--- config.mk ---
export PLATFORM = sky130hd
export DESIGN_NAME = cpu_control_unit_flat
export DESIGN_NICKNAME = d
export VERILOG_FILES = /design/src/rtl/cpu_control_unit_pkg.sv /design/src/rtl/cpu_control_unit_if.sv /design/src/rtl/cpu_branch_cond.sv /design/src/rtl/cpu_control_unit.sv /design/src/flat_wrapper.sv
export SDC_FILE = /design/constraint.sdc
export NUM_CORES = 1
export LEC_CHECK = 0
export BUFFER_PORTS_ARGS = -buffer_cell sky130_fd_sc_hd__buf_4
export CAP_MARGIN = 40
export CORE_MARGIN = 8
export CORE_UTILIZATION = 45
export DETAILED_ROUTE_END_ITERATION = 16
export GPL_TIMING_DRIVEN = 0
export HOLD_SLACK_MARGIN = 0.03
export PLACE_DENSITY = 0.73
export RECOVER_POWER = 50
export SLEW_MARGIN = 20
export SYNTH_ARGS = -nofsm -noshare
export SYNTH_HDL_FRONTEND = slang
export SYNTH_SLANG_ARGS = --single-unit
--- constraint.sdc ---
create_clock -name clk_i -period 1.8 [get_ports clk_i]
set_clock_uncertainty 0.05 [all_clocks]
set_input_delay 0.27 -clock clk_i [delete_from_list [all_inputs] [get_ports clk_i]]
set_output_delay 0.27 -clock clk_i [all_outputs]
set_load 0.005 [all_outputs]
--- src/rtl/cpu_control_unit_pkg.sv ---
// ============================================================================
// Module   : cpu_control_unit_pkg
// Brief    : Shared codes for the 8-bit CPU control unit: instruction
//            classes, branch conditions, system ops, ALU ops, FSM states.
// Revision : 1.0
// ============================================================================
`default_nettype none

package cpu_control_unit_pkg;

    typedef enum logic [1:0] {
        CLS_ALU_RR = 2'b00,
        CLS_ALU_RI = 2'b01,
        CLS_BRANCH = 2'b10,
        CLS_SYS    = 2'b11
    } instr_class_t;

    typedef enum logic [3:0] {
        COND_ALWAYS = 4'd0,
        COND_Z      = 4'd1,
        COND_NZ     = 4'd2,
        COND_C      = 4'd3,
        COND_NC     = 4'd4,
        COND_N      = 4'd5,
        COND_V      = 4'd6,
        COND_NEVER  = 4'd7
    } branch_cond_t;

    typedef enum logic [3:0] {
        SYS_NOP  = 4'd0,
        SYS_HALT = 4'd1,
        SYS_RETI = 4'd2
    } sys_op_t;

    typedef enum logic [3:0] {
        OP_PASS_A = 4'd0,
        OP_ADD    = 4'd1,
        OP_SUB    = 4'd2,
        OP_AND    = 4'd3,
        OP_OR     = 4'd4,
        OP_XOR    = 4'd5,
        OP_SHL    = 4'd6,
        OP_SHR    = 4'd7,
        OP_PASS_B = 4'd8,
        OP_MOVE   = 4'd9
    } alu_op_t;

    typedef enum logic [2:0] {
        ST_FETCH0 = 3'd0,
        ST_FETCH1 = 3'd1,
        ST_EXEC   = 3'd2,
        ST_HALT   = 3'd3,
        ST_IRQ    = 3'd4
    } ctrl_state_t;

    // Bit positions inside the packed {Z,C,V,N} status word
    localparam int FLAG_Z = 3;
    localparam int FLAG_C = 2;
    localparam int FLAG_V = 1;
    localparam int FLAG_N = 0;

endpackage

`default_nettype wire

--- src/rtl/cpu_control_unit_if.sv ---
// ============================================================================
// Module   : cpu_control_unit_if
// Brief    : Memory, ALU, register-file and status bundle of the control unit.
// Revision : 1.0
// ============================================================================
`default_nettype none

interface cpu_control_unit_if;
    logic [7:0] mem_addr_o;
    logic       mem_rd_o;
    logic [7:0] mem_rdata_i;
    logic       mem_ready_i;
    logic [3:0] alu_op_o;
    logic       alu_b_imm_o;
    logic [7:0] imm_o;
    logic [1:0] rf_raddr_a_o;
    logic [1:0] rf_raddr_b_o;
    logic [1:0] rf_waddr_o;
    logic       rf_we_o;
    logic       alu_z_i;
    logic       alu_c_i;
    logic       alu_v_i;
    logic       alu_n_i;
    logic [3:0] flags_o;
    logic [7:0] pc_o;
    logic       halted_o;
    logic       irq_i;

    modport master (
        output mem_addr_o, mem_rd_o, alu_op_o, alu_b_imm_o, imm_o,
               rf_raddr_a_o, rf_raddr_b_o, rf_waddr_o, rf_we_o,
               flags_o, pc_o, halted_o,
        input  mem_rdata_i, mem_ready_i, alu_z_i, alu_c_i, alu_v_i,
               alu_n_i, irq_i
    );

    modport slave (
        input  mem_addr_o, mem_rd_o, alu_op_o, alu_b_imm_o, imm_o,
               rf_raddr_a_o, rf_raddr_b_o, rf_waddr_o, rf_we_o,
               flags_o, pc_o, halted_o,
        output mem_rdata_i, mem_ready_i, alu_z_i, alu_c_i, alu_v_i,
               alu_n_i, irq_i
    );
endinterface

`default_nettype wire

--- src/rtl/cpu_branch_cond.sv ---
// ============================================================================
// Module   : cpu_branch_cond
// Brief    : Combinational branch resolver, (cond, {Z,C,V,N}) -> taken.
// Revision : 1.0
// ============================================================================
`default_nettype none

module cpu_branch_cond
    import cpu_control_unit_pkg::*;
(
    input  logic [3:0] cond,
    input  logic [3:0] flags,
    output logic       taken
);

    always_comb begin
        taken = 1'b0;
        case (cond)
            COND_ALWAYS: taken = 1'b1;
            COND_Z:      taken = flags[FLAG_Z];
            COND_NZ:     taken = ~flags[FLAG_Z];
            COND_C:      taken = flags[FLAG_C];
            COND_NC:     taken = ~flags[FLAG_C];
            COND_N:      taken = flags[FLAG_N];
            COND_V:      taken = flags[FLAG_V];
            default:     taken = 1'b0;
        endcase
    end

endmodule

`default_nettype wire

--- src/rtl/cpu_control_unit.sv ---
// ============================================================================
// Module   : cpu_control_unit
// Brief    : Fetch/decode/execute sequencer of the 8-bit CPU. Optional
//            interrupt support is enabled with the CTRL_IRQ_EN macro.
// Revision : 1.0
// ============================================================================
`default_nettype none

module cpu_control_unit
    import cpu_control_unit_pkg::*;
#(
    parameter logic [7:0] RESET_PC   = 8'h00,
    parameter logic [7:0] IRQ_VECTOR = 8'hF0
) (
    input  logic                  clk_i,
    input  logic                  rst_i,
    cpu_control_unit_if.master    bus
);

    ctrl_state_t state, state_next;
    logic [7:0]  pc, pc_next;
    logic [3:0]  flags, flags_next;
    logic [7:0]  ir0, ir0_next;
    logic [7:0]  ir1, ir1_next;

    logic [7:0]  mem_addr;
    logic        mem_rd;
    logic [3:0]  alu_op;
    logic        alu_b_imm;
    logic        rf_we;
    logic [1:0]  rf_waddr;
    logic        branch_taken;

    logic [1:0]  cls;
    logic [3:0]  op;
    logic [1:0]  dst;

    assign cls = ir0[7:6];
    assign op  = ir0[5:2];
    assign dst = ir0[1:0];

`ifdef CTRL_IRQ_EN
    logic [7:0] shadow_pc, shadow_pc_next;
    logic [3:0] shadow_flags, shadow_flags_next;
    logic       in_irq, in_irq_next;
    logic       irq_take;

    assign irq_take = bus.irq_i & ~in_irq;
`else
    logic [7:0] unused_irq;
    assign unused_irq = IRQ_VECTOR ^ {7'd0, bus.irq_i};
`endif

    cpu_branch_cond u_branch_cond (
        .cond  (op),
        .flags (flags),
        .taken (branch_taken)
    );

    always_ff @(posedge clk_i or posedge rst_i) begin
        if (rst_i) begin
            state <= ST_FETCH0;
            pc    <= RESET_PC;
            flags <= 4'd0;
            ir0   <= 8'd0;
            ir1   <= 8'd0;
`ifdef CTRL_IRQ_EN
            shadow_pc    <= 8'd0;
            shadow_flags <= 4'd0;
            in_irq       <= 1'b0;
`endif
        end else begin
            state <= state_next;
            pc    <= pc_next;
            flags <= flags_next;
            ir0   <= ir0_next;
            ir1   <= ir1_next;
`ifdef CTRL_IRQ_EN
            shadow_pc    <= shadow_pc_next;
            shadow_flags <= shadow_flags_next;
            in_irq       <= in_irq_next;
`endif
        end
    end

    always_comb begin
        state_next = state;
        pc_next    = pc;
        flags_next = flags;
        ir0_next   = ir0;
        ir1_next   = ir1;
        mem_addr   = 8'd0;
        mem_rd     = 1'b0;
        alu_op     = 4'd0;
        alu_b_imm  = 1'b0;
        rf_we      = 1'b0;
        rf_waddr   = 2'd0;
`ifdef CTRL_IRQ_EN
        shadow_pc_next    = shadow_pc;
        shadow_flags_next = shadow_flags;
        in_irq_next       = in_irq;
`endif

        case (state)
            ST_FETCH0: begin
                mem_addr = pc;
                mem_rd   = 1'b1;
                if (bus.mem_ready_i) begin
                    ir0_next   = bus.mem_rdata_i;
                    state_next = ST_FETCH1;
                end
            end

            ST_FETCH1: begin
                mem_addr = pc + 8'd1;
                mem_rd   = 1'b1;
                if (bus.mem_ready_i) begin
                    ir1_next   = bus.mem_rdata_i;
                    state_next = ST_EXEC;
                end
            end

            ST_EXEC: begin
                pc_next    = pc + 8'd2;
                state_next = ST_FETCH0;
                case (cls)
                    CLS_ALU_RR, CLS_ALU_RI: begin
                        alu_op     = op;
                        alu_b_imm  = (cls == CLS_ALU_RI);
                        rf_we      = 1'b1;
                        rf_waddr   = dst;
                        flags_next = {bus.alu_z_i, bus.alu_c_i,
                                      bus.alu_v_i, bus.alu_n_i};
                    end
                    CLS_BRANCH: begin
                        if (branch_taken) begin
                            pc_next = ir1;
                        end
                    end
                    default: begin
                        // HALT still advances past itself so a resumed
                        // interrupt return does not re-execute it.
                        if (op == SYS_HALT) begin
                            state_next = ST_HALT;
                        end
`ifdef CTRL_IRQ_EN
                        if (op == SYS_RETI && in_irq) begin
                            pc_next     = shadow_pc;
                            flags_next  = shadow_flags;
                            in_irq_next = 1'b0;
                        end
`endif
                    end
                endcase
`ifdef CTRL_IRQ_EN
                if (state_next == ST_FETCH0 && irq_take) begin
                    state_next = ST_IRQ;
                end
`endif
            end

            ST_HALT: begin
`ifdef CTRL_IRQ_EN
                if (irq_take) begin
                    state_next = ST_IRQ;
                end
`endif
            end

`ifdef CTRL_IRQ_EN
            ST_IRQ: begin
                shadow_pc_next    = pc;
                shadow_flags_next = flags;
                pc_next           = IRQ_VECTOR;
                in_irq_next       = 1'b1;
                state_next        = ST_FETCH0;
            end
`endif

            default: begin
                state_next = ST_FETCH0;
            end
        endcase
    end

    // Reset must drop the read strobe immediately, not at the next edge
    assign bus.mem_rd_o     = mem_rd & ~rst_i;
    assign bus.mem_addr_o   = mem_addr;
    assign bus.alu_op_o     = alu_op;
    assign bus.alu_b_imm_o  = alu_b_imm;
    assign bus.imm_o        = ir1;
    assign bus.rf_raddr_a_o = dst;
    assign bus.rf_raddr_b_o = ir1[1:0];
    assign bus.rf_waddr_o   = rf_waddr;
    assign bus.rf_we_o      = rf_we;
    assign bus.flags_o      = flags;
    assign bus.pc_o         = pc;
    assign bus.halted_o     = (state == ST_HALT);

endmodule

`default_nettype wire

--- src/flat_wrapper.sv ---
// flat-port wrapper written by rule: the top's interface ports become plain ports
module cpu_control_unit_flat import cpu_control_unit_pkg::*;
#(
    parameter logic [7:0] RESET_PC   = 8'h00,
    parameter logic [7:0] IRQ_VECTOR = 8'hF0
)
  (clk_i, rst_i, bus_mem_addr_o, bus_mem_rd_o, bus_alu_op_o, bus_alu_b_imm_o, bus_imm_o, bus_rf_raddr_a_o, bus_rf_raddr_b_o, bus_rf_waddr_o, bus_rf_we_o, bus_flags_o, bus_pc_o, bus_halted_o, bus_mem_rdata_i, bus_mem_ready_i, bus_alu_z_i, bus_alu_c_i, bus_alu_v_i, bus_alu_n_i, bus_irq_i);
  cpu_control_unit_if bus_i ();
  input  logic clk_i;
  input  logic rst_i;
  output wire logic [$bits(bus_i.mem_addr_o)-1:0] bus_mem_addr_o;
  output wire logic [$bits(bus_i.mem_rd_o)-1:0] bus_mem_rd_o;
  output wire logic [$bits(bus_i.alu_op_o)-1:0] bus_alu_op_o;
  output wire logic [$bits(bus_i.alu_b_imm_o)-1:0] bus_alu_b_imm_o;
  output wire logic [$bits(bus_i.imm_o)-1:0] bus_imm_o;
  output wire logic [$bits(bus_i.rf_raddr_a_o)-1:0] bus_rf_raddr_a_o;
  output wire logic [$bits(bus_i.rf_raddr_b_o)-1:0] bus_rf_raddr_b_o;
  output wire logic [$bits(bus_i.rf_waddr_o)-1:0] bus_rf_waddr_o;
  output wire logic [$bits(bus_i.rf_we_o)-1:0] bus_rf_we_o;
  output wire logic [$bits(bus_i.flags_o)-1:0] bus_flags_o;
  output wire logic [$bits(bus_i.pc_o)-1:0] bus_pc_o;
  output wire logic [$bits(bus_i.halted_o)-1:0] bus_halted_o;
  input wire logic [$bits(bus_i.mem_rdata_i)-1:0] bus_mem_rdata_i;
  input wire logic [$bits(bus_i.mem_ready_i)-1:0] bus_mem_ready_i;
  input wire logic [$bits(bus_i.alu_z_i)-1:0] bus_alu_z_i;
  input wire logic [$bits(bus_i.alu_c_i)-1:0] bus_alu_c_i;
  input wire logic [$bits(bus_i.alu_v_i)-1:0] bus_alu_v_i;
  input wire logic [$bits(bus_i.alu_n_i)-1:0] bus_alu_n_i;
  input wire logic [$bits(bus_i.irq_i)-1:0] bus_irq_i;
  assign bus_mem_addr_o = bus_i.mem_addr_o;
  assign bus_mem_rd_o = bus_i.mem_rd_o;
  assign bus_alu_op_o = bus_i.alu_op_o;
  assign bus_alu_b_imm_o = bus_i.alu_b_imm_o;
  assign bus_imm_o = bus_i.imm_o;
  assign bus_rf_raddr_a_o = bus_i.rf_raddr_a_o;
  assign bus_rf_raddr_b_o = bus_i.rf_raddr_b_o;
  assign bus_rf_waddr_o = bus_i.rf_waddr_o;
  assign bus_rf_we_o = bus_i.rf_we_o;
  assign bus_flags_o = bus_i.flags_o;
  assign bus_pc_o = bus_i.pc_o;
  assign bus_halted_o = bus_i.halted_o;
  assign bus_i.mem_rdata_i = bus_mem_rdata_i;
  assign bus_i.mem_ready_i = bus_mem_ready_i;
  assign bus_i.alu_z_i = bus_alu_z_i;
  assign bus_i.alu_c_i = bus_alu_c_i;
  assign bus_i.alu_v_i = bus_alu_v_i;
  assign bus_i.alu_n_i = bus_alu_n_i;
  assign bus_i.irq_i = bus_irq_i;
  cpu_control_unit #(.RESET_PC(RESET_PC), .IRQ_VECTOR(IRQ_VECTOR)) u_core (.clk_i(clk_i), .rst_i(rst_i), .bus(bus_i));
endmodule
# Word-level counts from Yosys, hierarchy flattened
# Cells that the tools add are included.
[totals] ff_bits=31 input_bits=16
[classes] add_sub_neg=2 eq_ne=13 muxes=18 bitwise_logic=5 reduce_logical=10
[ops] cell="$mux 8" count=2
[ops] cell="$pmux 8 s2" count=1
[ops] cell="$eq 4x3->1 const B" count=3
[ops] cell="$pmux 3 s4" count=1
[ops] cell="$mux 3" count=3
[ops] cell="$add 8x1->8 const B" count=1
[ops] cell="$add 8x2->8 const B" count=1
[ops] cell="$eq 4x2->1 const B" count=2
[ops] cell="$mux 4" count=2
[ops] cell="$pmux 1 s7" count=1
[ops] cell="$eq 3x2->1 const B" count=2
[ops] cell="$mux 2" count=3
[ops] cell="$reduce_and 2->1" count=3
[ops] cell="$mux 1" count=5
[ops] cell="$eq 4x1->1 const B" count=1
[ops] cell="$logic_not 4->1" count=1
[ops] cell="$ne 2x2->1 const B" count=2
[ops] cell="$not 1->1" count=4
[ops] cell="$reduce_or 2->1" count=2
[ops] cell="$eq 3x1->1 const B" count=1
[ops] cell="$logic_not 3->1" count=1
[ops] cell="$reduce_and 3->1" count=1
[ops] cell="$reduce_or 3->1" count=1
[ops] cell="$eq 2x1->1 const B" count=1
[ops] cell="other kinds (3)" count=3

# Depth between registers and ports, before layout
# Gate-level depths: netlist of run 1.
[logic_depth] depth_word=4 depth_mapped=6 depth_no_buf=6

# Modules after synthesis
# Synthesis of run 1 repeated with hierarchy kept, for this count alone.
[hier_totals] cells_unflattened=162 area_unflattened_um2=1690.4
[by_module_without_submodules] module="cpu_control_unit" n_inst=1 cells_each=153 area_each_um2=1629.1 seq_area_each_um2=750.7
[by_module_without_submodules] module="cpu_branch_cond" n_inst=1 cells_each=9 area_each_um2=61.3 seq_area_each_um2=0.0

# Worst setup path before layout of run 1
# Ideal clock, no wire load.
[synth_path] path_type="reg2out" start="reg u_core.pc[1], in the netlist u_core.bus.pc_o[1]" end="out bus_mem_addr_o[7]" t_arrival_ns=1.476 required_time_ns=1.480 slack_ns=0.004 path_stages_with_launch=6 path_cell_list="dfrtp_1 -> ha_1 -> and3_1 -> nand3_1 -> or3_1 -> a21oi_1"
[synth_between] elab_chain_len=2
[synth_lines] item="start: declaration" line_no="cpu_control_unit.sv:21" text="logic [7:0] pc, pc_next;"
[synth_lines] item="start signal: assignment" line_no="cpu_control_unit.sv:74" text="pc <= pc_next;"
[synth_lines] item="$add 8x1->8" line_no="cpu_control_unit.sv:115" text="mem_addr = pc + 8'd1;"
[synth_lines] item="$pmux 8 s2" line_no="cpu_control_unit.sv:104" text="case (state)"
[synth_lines] item="end: declaration" line_no="flat_wrapper.sv:11" text="output wire logic [$bits(bus_i.mem_addr_o)-1:0] bus_mem_addr_o;"
# Every way passes these cells.

# Worst setup path after layout of run 1
[layout_path] start="reg u_core.pc[1], in the netlist u_core.bus.pc_o[1]" end="out bus_mem_addr_o[6]"
# The elaborated chain is that of the path after synthesis.

==> run metrics, run 1 <==
crit start category flop; P&R area growth vs syn 51.1%; GRT Residual Overflow 0; RSZ-0062 raised after global routing yes; Root Buffer clkbuf_8; CP Cell Sequence buf_4 -> ha_1 -> nand4_1 -> or3_1 -> a21oi_2 -> buf_4; Max stage delay on crit path 0.39 ns; die area 0.00591 mm²; Mapped Cells 158; most frequent cells in the layout buf_4 (65), dfrtp_1 (23), mux2_1 (18); Routed WL 4800 µm; H-tree depth 2; chip width 76.9 µm; Iter 0 DRT Violations 71; failing checks setup timing; Arrival @ worst endpoint 1.68 ns; Clock Latency Late Sink 0.28 ns; Final period util 111%; ys flop type dfrtp_1; worst vdd rail ir drop 0.502 mV; mux cell area share after synthesis 16.2%; clock sinks 30; Worst path slowest cell dfrtp_2; io pins 58; syn nets 176; synthesized cell area 0.00167 mm²; Slew Viols, Final 0; Vias per Instance 5.24; Reg clk slew, reported paths 0.07 ns; HP Class input pin to flop; PortBufs 56; #FFs+latches synth 30; worst slew pin tran 0.726 ns; worst setup path class flop to primary output; initial antenna violation count 0; setup violators final 5; syn avg cell area 10.5 µm²; Synth Area in Compound Gates 10.1%; Synthesis Warnings 0; die height 76.9 µm; simple-gate share of the synthesized area 20.6%; dpl hpwl 3310 µm; pin count of the biggest net entering global routing 20; Wirelength per Cell 16.6 µm; remaining antenna violation count 0; share of flip-flops with an asynchronous set or reset 100%; critical path's most frequent cell buf_4; Slew headroom 51.4%; 1st-pass router iterations 4; Max Cap Viol 0; Top Family by Delay on Critical Path simple AND/OR/NAND/NOR gates; Post-Synth XOR/XNOR Area 3.15%; Std-Cell Rows 22; Core Region 0.00361 mm²; NumNets Final 259; Fin Hold WS 0.161 ns; Final Wtd Congestion 0.761; via count 1521; maximum clock rate 501 MHz; Seq/Total Area, Yosys 45.0%; buffer and inverter count on the worst path 2; fin crit period 2.00 ns; dpl ws -0.281 ns; power per cell area 536 mW/mm²; worst r2r src u_core.bus.flags_o[3]; GR Util All Layers 15.3%; vias in the first global route 1572; layout cell share with drive strength beyond 1 50.4%; adder-cell share of the synthesized area 1.50%; Post-synth EDFFs 0; Leak Pwr 1.23 nW; CTS Buffer Depth 2; TritonCTS clock tree done; critical path required time 1.48 ns; worst setup margin -0.197 ns; commonest non-fill, non-tap cell in the layout buf_4; Max Fanout on Critical Path 6; Worst setup startpoint u_core.bus.pc_o[1]; Hold Fails Final Rpt 0; Hold Crit Start bus_alu_n_i; library cells used by synthesis 42; outcome finished with violations; first-pass GRT wire length 7520 µm; nature of the critical path endpoint primary output; largest family of logic cells by synthesized area simple AND/OR/NAND/NOR gates; Starting Density 46.2%; diodes inserted 0; DRC 0; CTS Buf Count 5
==> where the power goes <==
part	internal [mW]	switching, mW	total, mW
Clock	0.308	0.245	0.553
Sequential	0.684	0.0154	0.699
Combinational	0.0537	0.0451	0.0988
==> state kept, by name, summed over array words and instances, names as in the netlist <==
register,cells
u_core.bus.pc_o,8
u_core.bus.imm_o,8
u_core.bus.flags_o,4
u_core.state,2
u_core.ir0,8
==> per-layer routing <==
metal	wire length, µm	up-vias	track usage, %
met5	0	-	0
met2	2370	60	25.2
met4	31	0	4.04
met3	375	5	6.88
li1	-	725	-
met1	2020	731	17.4
==> kinds of logic after synthesis <==
group,Yosys count
xor gates and xnor gates,6
muxes,24
buffers and inverters,10
and+or+nand+nor,63
adders and majority gates,2
AOI/OAI and AO/OA,23
DFF,30
==> final timing paths <==
| kind | slack (ns) | cells past startpoint | to |
|---|---|---|---|
| min reg2reg | 0.47 | 1 | u_core.ir0[0] |
| min in group asynchronous | 0.52 | 3 | u_core.state[1] |
| max | -0.20 | 6 | bus_mem_addr_o[6] |
| max in group asynchronous | 0.34 | 4 | u_core.bus.pc_o[0] |
| min | 0.16 | 2 | u_core.bus.flags_o[0] |
| max reg2reg | -0.01 | 5 | u_core.bus.pc_o[0] |
==> cells in the mapped netlist, types with 2 or more instances <==
cell,n,share of area (%)
and3_1,2,0.75
dfrtp_1,30,45
nand3_1,12,3.6
nor2b_1,2,0.75
and2_1,10,3.8
xor2_1,4,2.1
buf_4,4,1.8
or3_1,2,0.75
a22oi_2,2,1.5
ha_1,2,1.5
xnor2_1,2,1.1
a21oi_1,5,1.5
nor3_1,2,0.60
mux2_2,2,1.4
nand2_1,12,2.7
nor2_1,11,2.5
buf_2,4,1.2
o21ai_1,5,1.5
mux2_1,18,12
mux2i_1,3,1.8
o21ai_0,3,0.90
==> through the flow <==
stage                     std cells  util (%)  TNS (ns)  total power, mW  instance area [µm²]
after CTS                       284      68.5    -0.671             1.35                 2470
after global routing            290      69.8     -1.50             1.40                 2520
after global placement          262      59.5    -0.234            0.782                 2150
after floorplan                 158         -         0            0.744                 1670
after detailed placement        263      60.3    -0.424            0.794                 2170
final                           290      69.8    -0.658             1.35                 2520
==> cell type report <==
type / count / area [µm²]
Inverter: 1 / 3.75
Buffer: 9 / 70.1
Clock inverter: 1 / 5.00
Timing Repair Buffer: 76 / 571
Multi-Input combinational cell: 118 / 963
Tap cell: 48 / 60.1
Fill cell: 281 / 1090
Clock buffer: 7 / 86.3
Sequential cell: 30 / 759
==> repair_timing <==
item                       CTS  global route
pin swaps                    7             5
resized for setup           25            10
hold endpoints to repair    11             0
gates cloned                 1             0
setup endpoints to repair   16            17
setup buffers               11             7
hold buffers                 1             0
No activity file was read; power rests on OpenSTA's default activity.
==> run 2: changes to the inputs <==
ABC_AREA = 1   (was unset)
CTS_CLUSTER_SIZE = 30   (was unset)
PLACE_DENSITY = 0.72   (was 0.73)
==> run metrics, run 2 <==
io pins 58; Design Area, Final 0.00243 mm²; remaining antenna violation count 0; clock power share 43.3%; r2r worst-path depth 6; vias in the first global route 1805; Top Family by Delay on Critical Path flip-flops; ys flop type dfrtp_1; Reg clk slew, reported paths 0.06 ns; PortBufs 56; dpl ws -0.0461 ns; buffer and inverter count on the worst path 2; diodes inserted 0; DRC 0; synthesized cell area 0.00175 mm²; Max Fanout on Critical Path 4; CTS Buf Count 5; HP Class input pin to flop; syn avg cell area 7.69 µm²; first-pass GRT wire length 8360 µm; chip width 78.4 µm; initial antenna violation count 0; NumNets Final 317; Post-synth EDFFs 0; worst r2r src u_core.state[1]; power per cell area 519 mW/mm²; worst hold stages 3; Root Buffer clkbuf_8; fill count 358; P&R area growth vs syn 38.8%; Pint 1.00 mW; share of flip-flops with an asynchronous set or reset 100%; clock sinks 30; RSZ-0062 raised after global routing yes; fin crit period 1.92 ns; library cells used by synthesis 32; CP endpoint bus_mem_addr_o[5]; most frequent cells in the layout nand2_1 (66), buf_4 (54), dfrtp_1 (28); worst vdd rail ir drop 0.405 mV; WP depth 7; top cells by area, synth dfrtp_1 (43%), nand2_1 (14%), nand3_1 (5.1%); post-synth top area cell dfrtp_1; worst slew pin tran 1.14 ns; commonest non-fill, non-tap cell in the layout nand2_1; Leak Pwr 1.24 nW; GR Util All Layers 16.5%; Std-Cell Rows 22; maximum clock rate 520 MHz; failing checks setup timing; Max Cap Viol 0; crit start category flop; Worst path slowest cell dfrtp_2; Clock Latency Late Sink 0.28 ns; final core utilization 65.5%; via count 1712; Max stage delay on crit path 0.40 ns; Arrival @ worst endpoint 1.60 ns; top-count cell post-synth nand2_1; Routed WL 4660 µm; setup violators final 5; layout cell share with drive strength beyond 1 37.0%; Final period util 107%; syn nets 246; Yosys top cell area share 42.8%; die area 0.00615 mm²; outcome finished with violations; Sw Ratio 20.7%; most instantiated cells after synthesis nand2_1 (66), dfrtp_1 (30), inv_1 (24), nand3_1 (18), nor2_1 (18); Hold Fails Final Rpt 0; Mapped Cells 228; Starting Density 47.2%; Slew Viols, Final 0; worst setup path class flop to primary output; Iter 0 DRT Violations 99; pin count of the biggest net entering global routing 31; CTS Buffer Depth 2; reg-to-reg slack, setup 0.20 ns; worst setup margin -0.123 ns; critical path required time 1.48 ns; hold buffers post-CTS 0; multi-input logic area 848 µm²; dpl hpwl 3480 µm; Fin Hold WS 0.137 ns; nature of the critical path endpoint primary output; Synthesis Warnings 0; Slew headroom 24.1%; Worst setup startpoint u_core.bus.pc_o[1]; Seq/Total Area, Yosys 42.8%; reg2reg end u_core.ir0[3]; CP Cell Sequence ha_2 -> inv_2 -> nor2_1 -> xor2_1 -> nand3_1 -> nand2_1 -> buf_4; Psw 262 µW; H-tree depth 2; Final Wtd Congestion 0.800; Vias per Instance 4.92; TritonCTS clock tree done; register area 753 µm²; Logic pwr share 3.3%; Wirelength per Cell 13.4 µm; setup TNS -0.259 ns; register share of total power 53.4%; 1st-pass router iterations 4; die height 78.4 µm; Core Region 0.00372 mm²; #FFs+latches synth 30; Placement Cell Area 0.00223 mm²; GRT Residual Overflow 0
run 2: metrics by stage:
stage / power, mW / instances
6_report: 1.26 / 348
5_1_grt: 1.32 / 348
4_1_cts: 1.28 / 347
3_5_place_dp: 0.731 / 332
3_3_place_gp: 0.730 / 332
2_1_floorplan: 0.701 / 228
run 2: cell type report:
cell class                 instances  area share [%]
buffer                            10            3.24
clock buffer                       7            3.55
clock inverter                     1           0.206
inverter                          29            4.99
multi-input combinational        158            34.9
sequential                        30            31.0
tap                               48            2.47
timing repair buffer              65            19.7
run 2: cells by family after synthesis:
family / after synthesis / share of synthesized area, %
buf+inv: 40 / 10.8
simple gates: 123 / 32.7
compound gates: 28 / 9.78
flops: 30 / 42.8
xor+xnor: 5 / 2.50
fa+ha+maj: 2 / 1.43
run 2: worst min-delay path, stage by stage:
cell and delay [ns]:
buf_4 0.08, nand2_1 0.04, nand2_1 0.05
run 2: repair_timing:
| action | in CTS | in global routing |
|---|---|---|
| pin swaps | 2 | 1 |
| resized for setup | 15 | 10 |
| buffers inserted | 8 | 1 |
| endpoints found under the setup margin | 13 | 15 |
run 2: worst min-delay path by stage:
stage                      startpoint                     to  slack, ns
final                     bus_alu_c_i  u_core.bus.flags_o[2]       0.14
after global routing      bus_alu_v_i  u_core.bus.flags_o[1]       0.15
after CTS                       rst_i  u_core.bus.flags_o[0]       0.06
after detailed placement        rst_i        u_core.state[1]       0.37
after global placement    bus_alu_z_i  u_core.bus.flags_o[3]       0.42
after floorplan                 rst_i  u_core.bus.flags_o[0]       0.31
run 2: metal layers:
| metal | vias up | routed length, µm | GRT usage, % |
|---|---|---|---|
| li1 | 865 | - | - |
| met5 | - | 0 | 0 |
| met3 | 6 | 360 | 6.04 |
| met1 | 785 | 2030 | 19.5 |
| met4 | 0 | 53 | 4.81 |
| met2 | 56 | 2220 | 27.2 |
run 2: power groups by stage:
stage               logic [mW]  clock network, mW  registers, mW
floorplan               0.0141                  0          0.687
global placement        0.0436                  0          0.687
detailed placement      0.0444                  0          0.687
CTS                     0.0442              0.562          0.674
global route            0.0476              0.598          0.674
finish                  0.0420              0.547          0.675
